<file path="config.mk">
export PLATFORM = sky130hd
export DESIGN_NAME = traffic_light_fsm
export DESIGN_NICKNAME = d
export VERILOG_FILES = /design/src/rtl/traffic_light_fsm.sv
export SDC_FILE = /design/constraint.sdc
export NUM_CORES = 1
export LEC_CHECK = 0
export CORE_AREA = 5 5 50 52
export CTS_BUF_LIST = sky130_fd_sc_hd__clkbuf_4
export CTS_CLUSTER_DIAMETER = 60
export DETAILED_ROUTE_END_ITERATION = 16
export DIE_AREA = 0 0 55 57
export PLACE_DENSITY = 0.77
export SKIP_LAST_GASP = 1
export SLEW_MARGIN = 20
export SYNTH_ARGS = -nofsm -noshare
export SYNTH_HDL_FRONTEND = slang
export SYNTH_SLANG_ARGS = --single-unit
</file>
<file path="constraint.sdc">
create_clock -name clk -period 2.15 [get_ports clk]
set_input_delay 0.43 -clock clk [delete_from_list [all_inputs] [get_ports clk]]
set_output_delay 0.43 -clock clk [all_outputs]
set_load 0.1 [all_outputs]
</file>
<file path="src/rtl/traffic_light_fsm.sv">
// traffic_light_fsm: main/side road light sequencer timed by a 1 Hz strobe.
// Main green is held until a side-road vehicle has been seen; phase timing
// is counted in whole enable_1Hz ticks. All outputs are registered.
module traffic_light_fsm #(
  parameter int unsigned T_MAIN_GREEN = 10,
  parameter int unsigned T_SIDE_GREEN = 6,
  parameter int unsigned T_YELLOW     = 3,
  parameter int unsigned T_ALL_RED    = 1
) (
  input  logic       clk,
  input  logic       global_reset,
  input  logic       enable_1Hz,
  input  logic       side_sensor,
  output logic [2:0] main_light,
  output logic [2:0] side_light,
  output logic [2:0] phase,
  output logic [7:0] sec_cnt
);

  localparam int unsigned CNT_W = 8;

  localparam logic [2:0] S_MG  = 3'd0;
  localparam logic [2:0] S_MY  = 3'd1;
  localparam logic [2:0] S_AR1 = 3'd2;
  localparam logic [2:0] S_SG  = 3'd3;
  localparam logic [2:0] S_SY  = 3'd4;
  localparam logic [2:0] S_AR2 = 3'd5;

  // Lamp encodings {red, yellow, green}
  localparam logic [2:0] L_RED    = 3'b100;
  localparam logic [2:0] L_YELLOW = 3'b010;
  localparam logic [2:0] L_GREEN  = 3'b001;

  // Last counter value of each phase (the value seen on its final tick)
  localparam logic [CNT_W-1:0] LAST_MG  = CNT_W'(T_MAIN_GREEN - 1);
  localparam logic [CNT_W-1:0] LAST_SG  = CNT_W'(T_SIDE_GREEN - 1);
  localparam logic [CNT_W-1:0] LAST_Y   = CNT_W'(T_YELLOW - 1);
  localparam logic [CNT_W-1:0] LAST_AR  = CNT_W'(T_ALL_RED - 1);

  logic [2:0]       r_state;
  logic [2:0]       w_next_state;
  logic [CNT_W-1:0] r_sec_cnt;
  logic [CNT_W-1:0] w_sec_cnt_nxt;
  logic             r_side_req;
  logic             w_side_req_nxt;
  logic             w_request;
  logic             w_state_change;
  logic             w_mg_saturated;
  logic [2:0]       r_main_light;
  logic [2:0]       r_side_light;
  logic [2:0]       w_main_light_nxt;
  logic [2:0]       w_side_light_nxt;

  assign w_request      = r_side_req | side_sensor;
  assign w_state_change = (w_next_state != r_state);
  assign w_mg_saturated = (r_state == S_MG) && (r_sec_cnt == LAST_MG);

  // State register
  always_ff @(posedge clk or posedge global_reset) begin
    if (global_reset) begin
      r_state <= S_AR2;
    end else begin
      r_state <= w_next_state;
    end
  end

  // Next-state logic: phase advances only on a tick at the phase's last count
  always_comb begin
    w_next_state = r_state;
    case (r_state)
      S_MG: begin
        if (enable_1Hz && (r_sec_cnt == LAST_MG) && w_request) begin
          w_next_state = S_MY;
        end
      end
      S_MY: begin
        if (enable_1Hz && (r_sec_cnt == LAST_Y)) begin
          w_next_state = S_AR1;
        end
      end
      S_AR1: begin
        if (enable_1Hz && (r_sec_cnt == LAST_AR)) begin
          w_next_state = S_SG;
        end
      end
      S_SG: begin
        if (enable_1Hz && (r_sec_cnt == LAST_SG)) begin
          w_next_state = S_SY;
        end
      end
      S_SY: begin
        if (enable_1Hz && (r_sec_cnt == LAST_Y)) begin
          w_next_state = S_AR2;
        end
      end
      S_AR2: begin
        if (enable_1Hz && (r_sec_cnt == LAST_AR)) begin
          w_next_state = S_MG;
        end
      end
      // Illegal encodings recover to all-red unconditionally
      default: begin
        w_next_state = S_AR2;
      end
    endcase
  end

  // Seconds counter next value: clear on phase change, saturate in MG
  always_comb begin
    w_sec_cnt_nxt = r_sec_cnt;
    if (w_state_change) begin
      w_sec_cnt_nxt = '0;
    end else if (enable_1Hz && !w_mg_saturated) begin
      w_sec_cnt_nxt = r_sec_cnt + CNT_W'(1);
    end
  end

  // Side request latch next value: clearing on SG entry beats a new sensor hit
  always_comb begin
    w_side_req_nxt = r_side_req | side_sensor;
    if ((r_state == S_AR1) && (w_next_state == S_SG)) begin
      w_side_req_nxt = 1'b0;
    end
  end

  // Output decode from the next state so lamps move on the same edge as phase
  always_comb begin
    w_main_light_nxt = L_RED;
    w_side_light_nxt = L_RED;
    case (w_next_state)
      S_MG:    w_main_light_nxt = L_GREEN;
      S_MY:    w_main_light_nxt = L_YELLOW;
      S_SG:    w_side_light_nxt = L_GREEN;
      S_SY:    w_side_light_nxt = L_YELLOW;
      default: begin
        w_main_light_nxt = L_RED;
        w_side_light_nxt = L_RED;
      end
    endcase
  end

  // Counter, request latch and lamp registers
  always_ff @(posedge clk or posedge global_reset) begin
    if (global_reset) begin
      r_sec_cnt    <= '0;
      r_side_req   <= 1'b0;
      r_main_light <= L_RED;
      r_side_light <= L_RED;
    end else begin
      r_sec_cnt    <= w_sec_cnt_nxt;
      r_side_req   <= w_side_req_nxt;
      r_main_light <= w_main_light_nxt;
      r_side_light <= w_side_light_nxt;
    end
  end

  assign phase      = r_state;
  assign sec_cnt    = r_sec_cnt;
  assign main_light = r_main_light;
  assign side_light = r_side_light;

endmodule

</file>
Yosys cells after proc, flatten, opt, wreduce, memory -nomap -nowiden
Cells that the tools add are included.
Word-level totals
  flip-flop bits (word level): 18
Operators by class
  add/sub/neg operators: 1
  equal/unequal tests: 12
  multiplexer cells: 12
  bitwise gates (word level): 1
  reductions and logical operators: 13
Operator list (number)
  $mux W3: 6
  $pmux W3 S6: 1
  $mux W8: 2
  $pmux W3 S2: 2
  $eq A3 B2 Y1 const B: 3
  $eq A3 B3 Y1 const B: 3
  $add A8 B1 Y8 const B: 1
  $eq A8 B2 Y1 const B: 1
  $eq A8 B3 Y1 const B: 1
  $eq A8 B4 Y1 const B: 1
  $logic_and A1 B1 Y1: 8
  $logic_not A8 Y1: 1
  $eq A3 B1 Y1 const B: 2
  $logic_not A3 Y1: 2
  $ne A3 B3 Y1: 1
  $reduce_bool A2 Y1: 1
  $logic_not A1 Y1: 1
  $mux W1: 1
  $or A1 B1 Y1: 1

Longest topological paths before layout
  depth in word-level cells: 8
  depth in mapped cells: 8
  mapped depth without buffers: 7

Worst setup path before layout
No wires, ideal clock.
  path type: register -> register
  from: register r_sec_cnt[1], in the netlist sec_cnt[1]
  to: register r_sec_cnt[1], in the netlist sec_cnt[1]
  arrival time: 2.583 ns
  data required time: 2.056 ns
  setup slack: -0.527 ns
  stages on the path, launching flop included: 9
  buffers on the path: 1
  cell sequence: dfrtp_1 > inv_1 > ha_1 > and4b_1 > a211oi_1 > nor2_1 > or3_1 > clkbuf_1 > a211oi_1
Between the ends
  word-level cells in the longest chain between the ends: 7
Ends and longest elaborated chain
  start, declared: line 42  | logic [CNT_W-1:0] r_sec_cnt;
  start signal, assigned: line 150  | r_sec_cnt <= w_sec_cnt_nxt;
  $eq A8 B4 Y1: line 56, 72
  $logic_and A1 B1 Y1 (2 in a row): line 72  | if (enable_1Hz && (r_sec_cnt == LAST_MG) && w_request) begin
  $mux W3: line 72
  $pmux W3 S6: line 70  | case (r_state)
  $ne A3 B3 Y1: line 55  | assign w_state_change = (w_next_state != r_state);
  $mux W8 / $reduce_bool A2 Y1 (equally long branches)
Several ways; a longest one is shown, not always the timed one. The select of a mux whose other input is x is not followed.
A chain may end at the register's enable or synchronous reset.

Worst setup path after layout
  from: register r_state[0], in the netlist phase[0]
  to: register r_sec_cnt[0], in the netlist sec_cnt[0]
Between the ends
  word-level cells in the longest chain between the ends: 5
Ends and longest elaborated chain
  start, declared: line 40  | logic [2:0] r_state;
  start signal, assigned: line 63  | r_state <= w_next_state;
  parallel branches: the longest is 5 deep, another holds $mux W8
Several ways; the timed one is not identified.

==> results.md <==
- Fraction of layout cells with a size suffix above 1: 0.489
- Sequential share of the synthesized area: 0.467
- Mapped Cells: 94
- P per Cell Area: ~1400 nW/um^2
- H-tree level count: 1
- Critical R2R Launch: phase[0]
- Leak pwr: around 0.00068 uW
- Initial antenna violation count: 0
- Final Cycle Share: 1.00
- Pre-Repair DR Iteration Count: 4
- Clock buffer depth: 2
- CTS tree: built
- Die area: approximately 3100 sq um
- Reg clk slew, reported paths: roughly 0.1 ns
- VDD IR max: 0.00109 V
- Type of origin of the critical path: flip-flop
- Placed Cells: around 150
- Critical path buffers and inverters: 1
- All-Layer GR Usage: 0.159
- Post-Syn Area per Cell: between 10 and 15 sq um
- DR vias: roughly 860
- CP required: 2.36 ns
- First-pass GRT wire length: ~3.7 mm
- Finished Layout Cells: approximately 160
- GP Congestion: approximately 0.82
- Tightest Pin Transition: approximately 0.64 ns
- Total negative slack: -0.0136 ns
- Min-delay worst type: flip-flop to flip-flop
- ANT cells: 0
- Drt total wl: around 2.4 mm
- Fmax: between 400 and 500 MHz
- RSZ-0062 raised after global routing: yes
- # port buffers: 20
- Outcome: finished, violations left
- Slew Limit Fails: 0
- Final setup margin: -0.00755 ns
- FFs w/ async S/R, synth: 1.00
- DRT iter0 DRCs: 15
- Horiz. Die Dim: 55 um
- Dominant cells by area after synthesis: dfrtp_1 36%, dfstp_2 11%, ha_1 5.1%
- Dpl hpwl: approximately 1.8 mm
- Post-route ant nets: 0
- Worst Setup SP: phase[0]
- Num ports: 21
- Crit path cell chain: or4b_4 -> or2_0 -> o31a_1 -> buf_6 -> a31o_4 -> a211oi_2
- Main synth FF type: dfrtp_1
- Post-synthesis cell type count: 34
- Initial Utilization: 0.473
- Root Driver: clkbuf_4
- Register bit total from synthesis: 18
- Syn Nets: slightly above 100
- Synthesized cell area: ~980 sq um
- Smallest hold slack: 0.506 ns
- Synth area leader: dfrtp_1
- Placement Setup Slack: -0.418 ns
- Critical path fanouts, max: 4
- Share of Yosys cell area claimed by the top area cell type: 0.359
- Nets: around 140
- Worst clock skew: between 0.007 and 0.008 ns
- Vias per std cell: 5.35
- Yosys warning count: 0
- CTS Hold Bufs: 0
- Min-delay src: r_side_req
- Post-synth EDFFs: 0
- Tot Pwr: about 2000 uW
- Die Ht: ~57 um
- DRC: 0
- GR Overflow Total: 0
- Largest stage delay, worst path: between 0.4 and 0.5 ns
- Largest net degree at the start of global routing: 19
- Core Region: roughly 2100 sq um
- Max cap viols: 0
- CP Capture Type: flip-flop
- Worst Path Arrival: approximately 2.4 ns
- Failing checks: negative setup slack
- CP delay by family, top: compound AO/OA/AOI/OAI gates
- Vias in the first global route: 854
- Final setup vio count: 2
- Max_slew headroom: 0.570
- Final hold vios: 0
- WL per Instance: 14.8 um
- Critical path class: flip-flop to flip-flop
- Area growth, synth to finish: 49.0%
- Row count: 17
- Worst skew pair latency: between 0.2 and 0.3 ns
- CTS buffer count: 3
- Count of clock tree sinks: 18
- Slowest-stage cell, CP: or4b_4
- Crit path time final: between 2 and 2.5 ns
-- tightest hold or removal path, delay by kind of cell (launching register included) --
| kind | cells | cell delay (ns) |
|---|---|---|
| simple gates | 2 | 0.13 |
| flops | 1 | 0.34 |
-- flip-flops by register name, summed over array words and instances (netlist names) --
register and cells:
main_light 3, phase 3, r_side_req 1, sec_cnt 8
side_light 3
-- synth_stat cells (2+ instances only) --
master     n
dfrtp_1   14
nand3_1    2
inv_1     11
a41oi_1    2
xor2_1     4
o21ai_0    2
nand2_1    2
nor2_1    12
ha_1       4
dfstp_2    4
xnor2_1    3
or3_1      2
nand4_1    4
a211oi_1   5
nor3b_1    3
and3_1     2
-- cell type report --
| cell class | instances | area, sq um |
|---|---|---|
| inverter | 11 | 41.3 |
| timing repair buffer | 37 | 320 |
| clock buffer | 3 | 22.5 |
| tap | 28 | 35.0 |
| clock inverter | 1 | 3.75 |
| multi-input combinational | 63 | 551 |
| fill | 165 | 609 |
| sequential | 18 | 480 |
-- logic make-up (layout without fill, tap and decap cells) --
family          after synthesis  count (layout)  share of synthesized area
xor+xnor                      7               7                     0.0628
simple gates                 37              37                      0.235
mux                           1               1                     0.0103
flops                        18              18                      0.467
compound gates               14              14                      0.117
fa+ha+maj                     4               4                     0.0513
buf+inv                      13              52                     0.0577
-- final timing paths --
check                                     end  slack [ns]  cells after the start
worst min-delay path               r_side_req        0.51                      2
worst max register to register     sec_cnt[0]      -0.008                      6
max in group asynchronous          sec_cnt[3]        1.15                      2
min in group asynchronous       side_light[0]        0.52                      2
worst max-delay path               sec_cnt[0]      -0.008                      6
worst min register to register     r_side_req        0.51                      2
-- stage by stage --
step	util	cell area, sq um
after detailed placement	0.635	1310
after CTS	0.662	1370
after global placement	0.635	1310
final	0.705	1450
after floorplan	-	1020
after global routing	0.705	1450
-- where the power goes --
group          switching, uW  leakage [uW]  total [uW]  internal, uW
sequential              57.8      0.000211         518           460
combinational            949      0.000450        1350           402
clock                   97.5     0.0000154         165          67.3
-- placed cells by master (no fill, tap or decap), drive strengths merged, types with 4 or more instances in the layout --
| cell | instances |
|---|---|
| ha | 4 |
| nand4 | 4 |
| a211oi | 5 |
| buf | 34 |
| xor2 | 4 |
| nor2 | 12 |
| dfstp | 4 |
| dfrtp | 14 |
| inv | 11 |
-- layer usage --
layer  global-route usage  part of all wire
met2                0.270              0.50
met5                    0                 0
met1                0.189              0.41
met4               0.0625             0.029
met3               0.0366             0.062
-- timing repair --
item | in CTS | in global routing
pin swaps | 4 | 6
gates resized for setup | 2 | 15
endpoints found under the setup margin | 4 | 7
buffers inserted | 2 | 3
Note: power is estimated with default switching activity, not from simulation.
